==> src/rtl/multicycle_control.sv <==
`timescale 1ns/1ps
// Multi-cycle control sequencer for an RV32I datapath: one instruction spans 3-5 cycles,
// with ready-handshaked memories, sticky halt/illegal/bus-error flags and a retire counter.
module multicycle_control #(
    parameter int MEM_TIMEOUT = 15,
    parameter int COUNT_W     = 32
) (
    input  logic               clk,
    input  logic               reset,
    input  logic [6:0]         opcode,
    input  logic               zero,
    input  logic               mem_ready,
    output logic               imem_read,
    output logic               ir_write,
    output logic               dmem_read,
    output logic               dmem_write,
    output logic               pc_write,
    output logic               pc_src,
    output logic               alu_src,
    output logic [2:0]         alu_op,
    output logic               mem_to_reg,
    output logic               reg_write,
    output logic               halted,
    output logic               illegal,
    output logic               bus_err,
    output logic [3:0]         state,
    output logic [COUNT_W-1:0] instr_count
);

    localparam int WAIT_W = (MEM_TIMEOUT > 1) ? $clog2(MEM_TIMEOUT) : 1;

    localparam logic [6:0] OP_R      = 7'b0110011;
    localparam logic [6:0] OP_I      = 7'b0010011;
    localparam logic [6:0] OP_LOAD   = 7'b0000011;
    localparam logic [6:0] OP_STORE  = 7'b0100011;
    localparam logic [6:0] OP_BRANCH = 7'b1100011;
    localparam logic [6:0] OP_HALT   = 7'b0000000;

    typedef enum logic [3:0] {
        S_FETCH     = 4'd0,
        S_DECODE    = 4'd1,
        S_EXEC_ALU  = 4'd2,
        S_WB_ALU    = 4'd3,
        S_MEM_ADDR  = 4'd4,
        S_MEM_LOAD  = 4'd5,
        S_WB_LOAD   = 4'd6,
        S_MEM_STORE = 4'd7,
        S_BRANCH    = 4'd8,
        S_HALT      = 4'd9
    } state_t;

    state_t            state_q;
    logic [WAIT_W-1:0] wait_cnt;
    logic              is_imm;
    logic              is_store;
    logic              in_wait;
    logic              expired;

    // Instruction class is captured once in DECODE so later states never look at opcode.
    assign in_wait = (state_q == S_FETCH) || (state_q == S_MEM_LOAD) || (state_q == S_MEM_STORE);
    assign expired = (MEM_TIMEOUT != 0) && (wait_cnt == WAIT_W'(MEM_TIMEOUT - 1));
    assign state   = reset ? state_q : 4'd0;

    // NOTE: all state here uses non-blocking assignments so every register sees pre-edge values.
    always_ff @(posedge clk) begin
        if (!reset) begin
            state_q     <= S_FETCH;
            wait_cnt    <= '0;
            instr_count <= '0;
            halted      <= 1'b0;
            illegal     <= 1'b0;
            bus_err     <= 1'b0;
            is_imm      <= 1'b0;
            is_store    <= 1'b0;
        end else begin
            wait_cnt <= '0;
            if (pc_write)
                instr_count <= instr_count + COUNT_W'(1);

            if (in_wait && !mem_ready) begin
                if (expired) begin
                    state_q <= S_HALT;
                    halted  <= 1'b1;
                    bus_err <= 1'b1;
                end else begin
                    wait_cnt <= wait_cnt + WAIT_W'(1);
                end
            end else begin
                case (state_q)
                    S_FETCH:  state_q <= S_DECODE;
                    S_DECODE: begin
                        is_imm   <= (opcode == OP_I);
                        is_store <= (opcode == OP_STORE);
                        case (opcode)
                            OP_R, OP_I:        state_q <= S_EXEC_ALU;
                            OP_LOAD, OP_STORE: state_q <= S_MEM_ADDR;
                            OP_BRANCH:         state_q <= S_BRANCH;
                            OP_HALT: begin
                                state_q <= S_HALT;
                                halted  <= 1'b1;
                            end
                            default: begin
                                state_q <= S_HALT;
                                halted  <= 1'b1;
                                illegal <= 1'b1;
                            end
                        endcase
                    end
                    S_EXEC_ALU:  state_q <= S_WB_ALU;
                    S_WB_ALU:    state_q <= S_FETCH;
                    S_MEM_ADDR:  state_q <= is_store ? S_MEM_STORE : S_MEM_LOAD;
                    S_MEM_LOAD:  state_q <= S_WB_LOAD;
                    S_WB_LOAD:   state_q <= S_FETCH;
                    S_MEM_STORE: state_q <= S_FETCH;
                    S_BRANCH:    state_q <= S_FETCH;
                    default:     state_q <= S_HALT;
                endcase
            end
        end
    end

    // NOTE: every output gets a default first, so no path through the case can infer a latch.
    always_comb begin
        imem_read  = 1'b0;
        ir_write   = 1'b0;
        dmem_read  = 1'b0;
        dmem_write = 1'b0;
        pc_write   = 1'b0;
        pc_src     = 1'b0;
        alu_src    = 1'b0;
        alu_op     = 3'b000;
        mem_to_reg = 1'b0;
        reg_write  = 1'b0;
        case (state_q)
            S_FETCH: begin
                imem_read = 1'b1;
                ir_write  = mem_ready;
            end
            S_EXEC_ALU: begin
                alu_op  = is_imm ? 3'b011 : 3'b010;
                alu_src = is_imm;
            end
            S_WB_ALU: begin
                alu_op    = is_imm ? 3'b011 : 3'b010;
                alu_src   = is_imm;
                reg_write = 1'b1;
                pc_write  = 1'b1;
            end
            S_MEM_ADDR: alu_src = 1'b1;
            S_MEM_LOAD: begin
                dmem_read = 1'b1;
                alu_src   = 1'b1;
            end
            S_WB_LOAD: begin
                mem_to_reg = 1'b1;
                reg_write  = 1'b1;
                pc_write   = 1'b1;
                alu_src    = 1'b1;
            end
            S_MEM_STORE: begin
                dmem_write = 1'b1;
                alu_src    = 1'b1;
                pc_write   = mem_ready;
            end
            S_BRANCH: begin
                alu_op   = 3'b001;
                pc_write = 1'b1;
                pc_src   = zero;
            end
            default: ;
        endcase

        // Holding reset low silences the datapath immediately, even mid-instruction.
        if (!reset) begin
            imem_read  = 1'b0;
            ir_write   = 1'b0;
            dmem_read  = 1'b0;
            dmem_write = 1'b0;
            pc_write   = 1'b0;
            pc_src     = 1'b0;
            alu_src    = 1'b0;
            alu_op     = 3'b000;
            mem_to_reg = 1'b0;
            reg_write  = 1'b0;
        end
    end

endmodule

==> config.mk <==
export PLATFORM = sky130hd
export DESIGN_NAME = multicycle_control
export DESIGN_NICKNAME = d
export VERILOG_FILES = /design/src/rtl/multicycle_control.sv
export SDC_FILE = /design/constraint.sdc
export NUM_CORES = 1
export LEC_CHECK = 0
export BUFFER_PORTS_ARGS = -buffer_cell sky130_fd_sc_hd__buf_2
export CAP_MARGIN = 25
export CELL_PAD_IN_SITES_DETAIL_PLACEMENT = 1
export CELL_PAD_IN_SITES_GLOBAL_PLACEMENT = 1
export CORE_ASPECT_RATIO = 0.9
export CORE_MARGIN = 2
export CORE_UTILIZATION = 44
export CTS_BUF_LIST = sky130_fd_sc_hd__clkbuf_4
export CTS_CLUSTER_DIAMETER = 200
export DETAILED_ROUTE_END_ITERATION = 10
export GPL_TIMING_DRIVEN = 0
export PLACE_DENSITY_LB_ADDON = 0.05
export SYNTH_ARGS = -nofsm -noshare
export SYNTH_HDL_FRONTEND = slang
export SYNTH_SLANG_ARGS = --single-unit
==> constraint.sdc <==
create_clock -name clk -period 4.1 [get_ports clk]
set_input_delay 0.205 -clock clk [delete_from_list [all_inputs] [get_ports clk]]
set_output_delay 0.205 -clock clk [all_outputs]
set_load 0.005 [all_outputs]
# Word level (Yosys, flattened, before mapping)

Index checks and enable logic that the tools add are counted.

Flip-flop bits (word level): 45
Bits of input ports: 11
Output and inout bits: 51
Logic and storage cells: 81

$add $sub $neg: 2
Equal/unequal tests: 16
Multiplexer cells: 31
Bitwise gates (word level): 3
Reduce and logical (&&, ||, !) cells: 21

Operator list:

| kind                  | count |
|---|---|
| $add 32x1->32 const B | 1 |
| $pmux 4 s6            | 1 |
| $mux 1                | 21 |
| $eq 4x3->1 const B    | 4 |
| $eq 7x6->1 const B    | 2 |
| $mux 4                | 3 |
| $pmux 4 s3            | 1 |
| $eq 4x2->1 const B    | 2 |
| $eq 4x4->1 const B    | 2 |
| $reduce_or 2->1       | 4 |
| $reduce_or 4->1       | 2 |
| $eq 7x2->1 const B    | 1 |
| $eq 7x5->1 const B    | 1 |
| $eq 7x7->1 const B    | 1 |
| $logic_not 7->1       | 1 |
| $reduce_and 3->1      | 2 |
| $reduce_or 3->1       | 2 |
| $reduce_or 6->1       | 1 |
| $reduce_or 5->1       | 1 |
| $add 4x1->4 const B   | 1 |
| $eq 4x1->1 const B    | 1 |
| $logic_not 4->1       | 1 |
| $pmux 1 s2            | 2 |
| $pmux 2 s2            | 1 |
| 10 further kinds      | 14 |

# Longest topological paths before layout

Gate-level depths: netlist of run 1.

Depth after elaboration: 6
Mapped depth: 7
Depth with buffers taken out: 7

# Least setup slack after synthesis of run 1

OpenSTA, ideal clock, no wires.

Kind: reg2reg
Start: reg instr_count[20]
End: reg instr_count[30]
Setup time: 115 ps
Data arrival time: 1559 ps
Data required time: 3985 ps
Path slack: 2426 ps
Cell stages (with the launch flop): 6
Path buffers: 0
Period minus slack after synthesis: 1674 ps
Cell sequence: dfxtp_1 > nand4_2 > or4_4 > nor4_4 > xor2_1 > and2_1

Word-level cells in the longest chain between the ends: 1

RTL lines:

| element                | RTL line | source |
|---|---|---|
| start, declared        | 27       | `output logic [COUNT_W-1:0] instr_count` |
| start signal, assigned | 78       | `instr_count <= instr_count + COUNT_W'(1);` |
| $add 32x1->32          | 78       |  |

Every way passes these cells.
A chain may end at the register's enable or synchronous reset.

# Worst setup path in the final report of run 1

Start: in reset
End: out pc_write

Word-level cells in the longest chain between the ends: 1

RTL lines:

| element         | RTL line | source |
|---|---|---|
| start, declared | 9        | `input logic reset,` |
| $mux 1          | 174      | `if (!reset) begin` |
| end, declared   | 17       | `output logic pc_write,` |

Every way passes these cells.

==> impl_results.md, run 1 <==
- Status: finished, final reports clean
- Clk sinks: between 40 and 50
- Avg Cell Area, Syn: 8.69 sq um
- Share of the yosys chip area belonging to registers: roughly 35%
- Yosys Warn Count: 0
- Hold Violations, Final: 0
- Worst setup EP type: output pin
- Post-synth top area share: about a third
- CP Data Required Time: between 3000 and 4000 ps
- Static power due to leakage: 1.43 nW
- Worst-path fanout max: 10
- Cell accounting for the most synthesized area: dfxtp_1
- Via count of the first global-routing pass: roughly 2400
- Number of top-level design ports: 62
- Post-DP HPWL: 5.22 mm
- Detailed Routing Iterations Pass 1: 4
- Cell variety after synth: 57
- Wirelength, routed: 6.92 mm
- Initial core utilization: 45.8%
- Hold_ws: around 190 ps
- Synth area leaders: dfxtp_1, and2_1, xor2_1, nand2_1, nor4_2
- Number of port buffers: 60
- Ratio of final minimum period to clock period: between 50% and 60%
- Number of standard-cell rows in the floorplan: 26
- Max_slew headroom: between 60% and 70%
- Routed len/inst: 15.9 um
- Instance count along the most critical hold path: 3
- Number of H-tree levels: 2
- Max Slew Vio Count: 0
- Critical path start-end classification: input pin to output pin
- Detailed router's first-iteration violation count: slightly above 80
- Top cells by instance count after synthesis: dfxtp_1, and2_1, nand2_1
- Final-stage net count: 381
- CP Data Arrival Time: slightly below 2000 ps
- Post-route setup TNS: 0 ps
- Area Growth Syn to Fin: 16.5%
- Sum of overflow across all layers after global routing: 0
- Post-route DRC: 0
- Maximum frequency from static timing analysis: 0.460 GHz
- TritonCTS clock tree: yes
- Pin count of the biggest net entering global routing: 13
- Die W: around 85 um
- Net count after synthesis: roughly 310
- Clock root buffer master: clkbuf_4
- Ratio of routed vias to standard cells: roughly 5.5
- Number of resized instances in the post-cts repair step: 0
- Fillcell total: roughly 710
- Peak supply drop: between 0.2 and 0.25 mV
- Unrepaired setup endpoints after global routing: no
- Clk Latency, worst-skew pair: about 340 ps
- Reg clk slew, reported paths: 120 ps
- Number of antenna violations at the first check in global routing: 0
- # diodes: 0
- Area of the core: roughly 5700 sq um
- GP Congestion: 0.788
- Count of state elements after synthesis: 45
- Power Dens Cells: approximately 310 nW/um^2
- Post-DRT Antenna Nets: 0
- Final clock skew: about 11 ps
- Fraction of final layout cells sized beyond drive strength 1: 25.7%
- Hold WC Path Type: input pin to flip-flop
- Cell area after technology mapping: between 2000 and 3000 sq um
- Deepest clock path buffer count: 2
- Fraction of registers with async set or reset after synthesis: 0%
- Post-Synthesis Cells: 300
- Num CTS Buffers: 5
- Overall global routing resource usage: a little over a fifth
- Worst Reg2Reg Path Length in Cells: 7
- Number of enable-type register cells in the synthesized netlist: 0
- Type of origin of the critical path: input pin
- DIE AREA: between 6000 and 7000 sq um
- Transition time at the pin with the least slew margin: about 550 ps
- Vias: around 2400
- Post-CTS Hold Buffers: 0
- Final Setup Violations: 0
- First-pass GRT wire length: 11.5 mm
- Final period demand of the worst path: between 2000 and 2500 ps
- Die outline height: around 77 um
- Post-CTS Setup Repair Bufs: 0
- Max-cap violation count: 0
- Synth Flop Type: dfxtp_1
- Library cell with the highest instance count after synthesis: dfxtp_1
## layout by cell type, fill, tap and decap left out, drive strengths merged, types with 3 or more instances in the layout
cell and instances:
nor3 12, and4 4, nor4b 3, a21boi 3
buf 66, clkbuf 16, ha 3, nand2b 9
and2 34, nand4 9, xor2 19, o21a 4
nor4 15, o21ai 8, or3 5, inv 7
nor2 9, or2 3, and3 6, nand3 11
mux2i 5, xnor2 8, dfxtp 45, nand2 32
a21oi 7
## registers in the layout (all words and copies together) (netlist names)
name and count:
is_store 1, is_imm 1, wait_cnt 4, state_q 4, instr_count 32, halted 1
bus_err 1, illegal 1
## through the flow
step | worst slack, ps | power (mW) | cells | utilization, % | cell area, sq um
global placement | 1870 | 0.763 | 430 | 52.6 | 3000
CTS | 1900 | 0.964 | 436 | 53.4 | 3040
global route | 1750 | 1.01 | 436 | 53.4 | 3040
detailed placement | 1900 | 0.765 | 430 | 52.6 | 3000
finish | 1930 | 0.956 | 436 | 53.4 | 3040
floorplan | 2430 | 0.679 | 300 | - | 2610
## layer usage
metal,wire [um],global-route usage (%),part of all wire (%)
met5,0,0,0
met2,3510,37.6,51
met3,236,3.66,3.4
met1,3150,28.3,45
met4,29,3.81,0.42
## power by group
part	internal [mW]	switching [mW]	total (mW)
Clock	0.0600	0.141	0.201
Combinational	0.113	0.163	0.276
Sequential	0.459	0.0211	0.480
Total	0.631	0.325	0.956
## final cells by class
cell class	count	area, sq um	area share [%]
Buffer	17	82.6	2.72
Clock buffer	5	37.5	1.24
Tap cell	70	87.6	2.88
Timing Repair Buffer	60	300	9.88
Sequential cell	45	901	29.7
Multi-Input combinational cell	231	1600	52.6
Inverter	7	26.3	0.865
Clock inverter	1	5.00	0.165
## critical path, cell delays in order
cell and delay (ps):
buf_2 110, clkbuf_1 440, clkbuf_1 450, clkbuf_1 450, and2_1 200, buf_2 110
## worst paths after layout
kind         slack (ps)                     from                      endpoint
min reg2reg         460    is_store$_SDFFE_PN0P_         is_store$_SDFFE_PN0P_
min                 190                opcode[4]         is_store$_SDFFE_PN0P_
max reg2reg        2210  state_q[0]$_SDFFE_PN0P_  instr_count[25]$_SDFFE_PN0P_
max                1930                    reset                      pc_write
## cell families after synthesis
logic type / count (synthesis) / synth area share [%]
AND/OR/NAND/NOR: 161 / 39.2
flip-flops: 45 / 34.5
AO/OA/AOI/OAI: 33 / 9.12
XOR/XNOR: 27 / 9.07
buffers and inverters: 24 / 4.17
multiplexers: 6 / 2.35
adder cells (fa/ha/maj): 3 / 1.44
other: 1 / 0.144
Note: power is estimated with default switching activity, not from simulation.
==> run 2: changes to the inputs <==
Settings changed: CORE_UTILIZATION 44 to 41.
Clock period 4.1 ns to 2.24 ns, I/O delays scaled along.
==> run 2 against run 1 <==
Non-clock buffer count stayed put. Highest routed layer unchanged. Worst setup slack worse by 1700 ps. Largest cell class unchanged. Design area is 1.1% higher. Clock-buffer cell count stayed put. Cell count is 4.4% higher. Global-route usage is 0.053 points lower. Largest power group unchanged.
==> impl_results.md, run 2 (same netlist as run 1, synthesis figures left out) <==
- Status: finished, final reports clean
- Initial core utilization: a little over two fifths
- Worst setup EP type: output pin
- Number of top-level design ports: 62
- Ratio of routed vias to standard cells: between 5 and 6
- Vias: roughly 2400
- Post-route DRC: 0
- Terminus of the critical flop-to-flop path: instr_count[28]$_SDFFE_PN0P_
- Final clock skew: between 10 and 15 ps
- Post-place instance area: a little over 3000 sq um
- Launch instance of the worst register-to-register path: instr_count[0]$_SDFFE_PN0P_
- Hold Violations, Final: 0
- Post-DRT Antenna Nets: 0
- Register name with the most flops: instr_count
- DIE AREA: approximately 7000 sq um
- Clock root buffer master: clkbuf_4
- Max_slew headroom: 60.5%
- Number of placed instances, taps included: 447
- HP Start: opcode[4]
- Detailed Routing Iterations Pass 1: 4
- Share of power burned in the clock network: about 22%
- Regs by FF count: instr_count: 32 flops, state_q: 4 flops, wait_cnt: 4 flops
- Worst path max stage delay: approximately 500 ps
- Post-DP HPWL: 5.35 mm
- Unrepaired setup endpoints after global routing: no
- First-pass GRT wire length: around 12 mm
- Number of antenna violations at the first check in global routing: 0
- Clk Latency, worst-skew pair: around 360 ps
- Maximum frequency from static timing analysis: just under 0.5 GHz
- Final Setup Violations: 0
- Number of standard-cell rows in the floorplan: 27
- Reg clk slew, reported paths: 130 ps
- Transition time at the pin with the least slew margin: between 500 and 600 ps
- Fraction of final layout cells sized beyond drive strength 1: 25.8%
- Post-route setup TNS: 0 ps
- CP Data Required Time: 2130 ps
- Flip-flop count of the largest register, all copies and words added: 32
- Peak supply drop: ~0.36 mV
- TritonCTS clock tree: yes
- Number of H-tree levels: 2
- Cells traversed along the worst timing path: buf_2, clkbuf_1, clkbuf_1, clkbuf_1, and2_1, buf_2
- Area of the core: about 6000 sq um
- Type of origin of the critical path: input pin
- Most Frequent Cell on Critical Path: clkbuf_1
- Die W: around 88 um
- Pin count of the biggest net entering global routing: 15
- Post-CTS Setup Repair Bufs: 0
- CP Data Arrival Time: just under 2000 ps
- Flop2flop setup slack: approximately 370 ps
- Worst Reg2Reg Path Length in Cells: 7
- Fraction of power consumed by sequential logic: approximately 49%
- Post-CTS Hold Buffers: 0
- Post-layout utilization of the core: between 40% and 50%
- Critical path start-end classification: input pin to output pin
- Area Growth Syn to Fin: 17.8%
- Max-cap violation count: 0
- Most common cell after layout, fill and taps aside: buf_2
- Overall global routing resource usage: between 20% and 30%
- Sw Pwr: about 0.61 mW
- Post-route design area: 3070 sq um
- Max Slew Vio Count: 0
- Sum of overflow across all layers after global routing: 0
- Cell-internal power: 1.17 mW
- Via count of the first global-routing pass: about 2400
- Static power due to leakage: 1.43 nW
- Post-route insts no fill: around 460
- Fraction of power spent switching nets: 34.5%
- Detailed router's first-iteration violation count: 80
- # diodes: 0
- Num CTS Buffers: 5
- Power Dens Cells: around 580 nW/um^2
- Wirelength, routed: 7.03 mm
- Critical Path Slowest Stage Cell: clkbuf_1
- Hold WC Path Type: input pin to flip-flop
- Deepest clock path buffer count: 2
- Routed len/inst: between 15 and 20 um
- Final-stage net count: between 300 and 400
- Die outline height: ~80 um
- Combinational group share of total power: between 20% and 30%
- Clk sinks: 45
- Instance count along the most critical hold path: 3
- Ratio of final minimum period to clock period: 92.1%
- Final Total Pwr: approximately 1.8 mW
- Worst-path fanout max: 10
- Final period demand of the worst path: about 2100 ps
- GP Congestion: approximately 0.80
- Number of resized instances in the post-cts repair step: 0
- Most frequent cells in the layout: buf_2, dfxtp_1, and2_1
- Number of port buffers: 60
- Endpoint with the worst hold slack: is_store$_SDFFE_PN0P_
==> run 2: changes by cell type in the layout (fill, tap and decap cells not counted), sizes merged <==
cell,before,now
clkinv,1,3
==> run 2: worst max-delay path by stage <==
stage,start,cells past startpoint,slack (ps),end
2_1_floorplan,instr_count[20]$_SDFFE_PN0P_,5,570,instr_count[30]$_SDFFE_PN0P_
3_3_place_gp,reset,6,150,pc_write
3_5_place_dp,reset,6,130,pc_write
4_1_cts,reset,6,120,pc_write
5_1_grt,reset,6,5,pc_write
6_report,reset,6,180,pc_write
==> run 2: metrics by stage <==
| step | setup slack, ps | hold WS [ps] |
|---|---|---|
| after global routing | 5.28 | 104 |
| final | 177 | 108 |
| after global placement | 147 | 443 |
| after floorplan | 566 | 295 |
| after detailed placement | 131 | 452 |
| after CTS | 122 | 82.1 |
==> run 2: cell type report <==
cell class | count | area (sq um)
inverters | 7 | 26.3
plain buffers | 17 | 82.6
fillers | 803 | 3080
clock buffers | 5 | 37.5
clock inverters | 3 | 17.5
flip-flops and latches | 45 | 901
multi-input cells | 231 | 1600
well taps | 87 | 109
repair buffers | 60 | 300
==> run 2: layer usage <==
metal  up-vias  share of wire (%)  global-route usage [%]
li1       1183                  -                       -
met1      1162                 47                    28.6
met2        45                 49                    36.6
met3         5                3.0                    3.10
met4         0               0.73                    5.76
met5         -                  0                       0
==> run 2: critical path, delay by kind of cell <==
kind	cells	cell delay [ps]
and+or+nand+nor	1	190
buffers and inverters	5	1640
==> run 2: power groups by stage <==
stage / combinational (mW) / sequential (mW) / clock, mW
global placement: 0.506 / 0.893 / 0
detailed placement: 0.514 / 0.894 / 0
CTS: 0.517 / 0.876 / 0.408
floorplan: 0.352 / 0.890 / 0
finish: 0.512 / 0.875 / 0.394
global route: 0.568 / 0.883 / 0.435
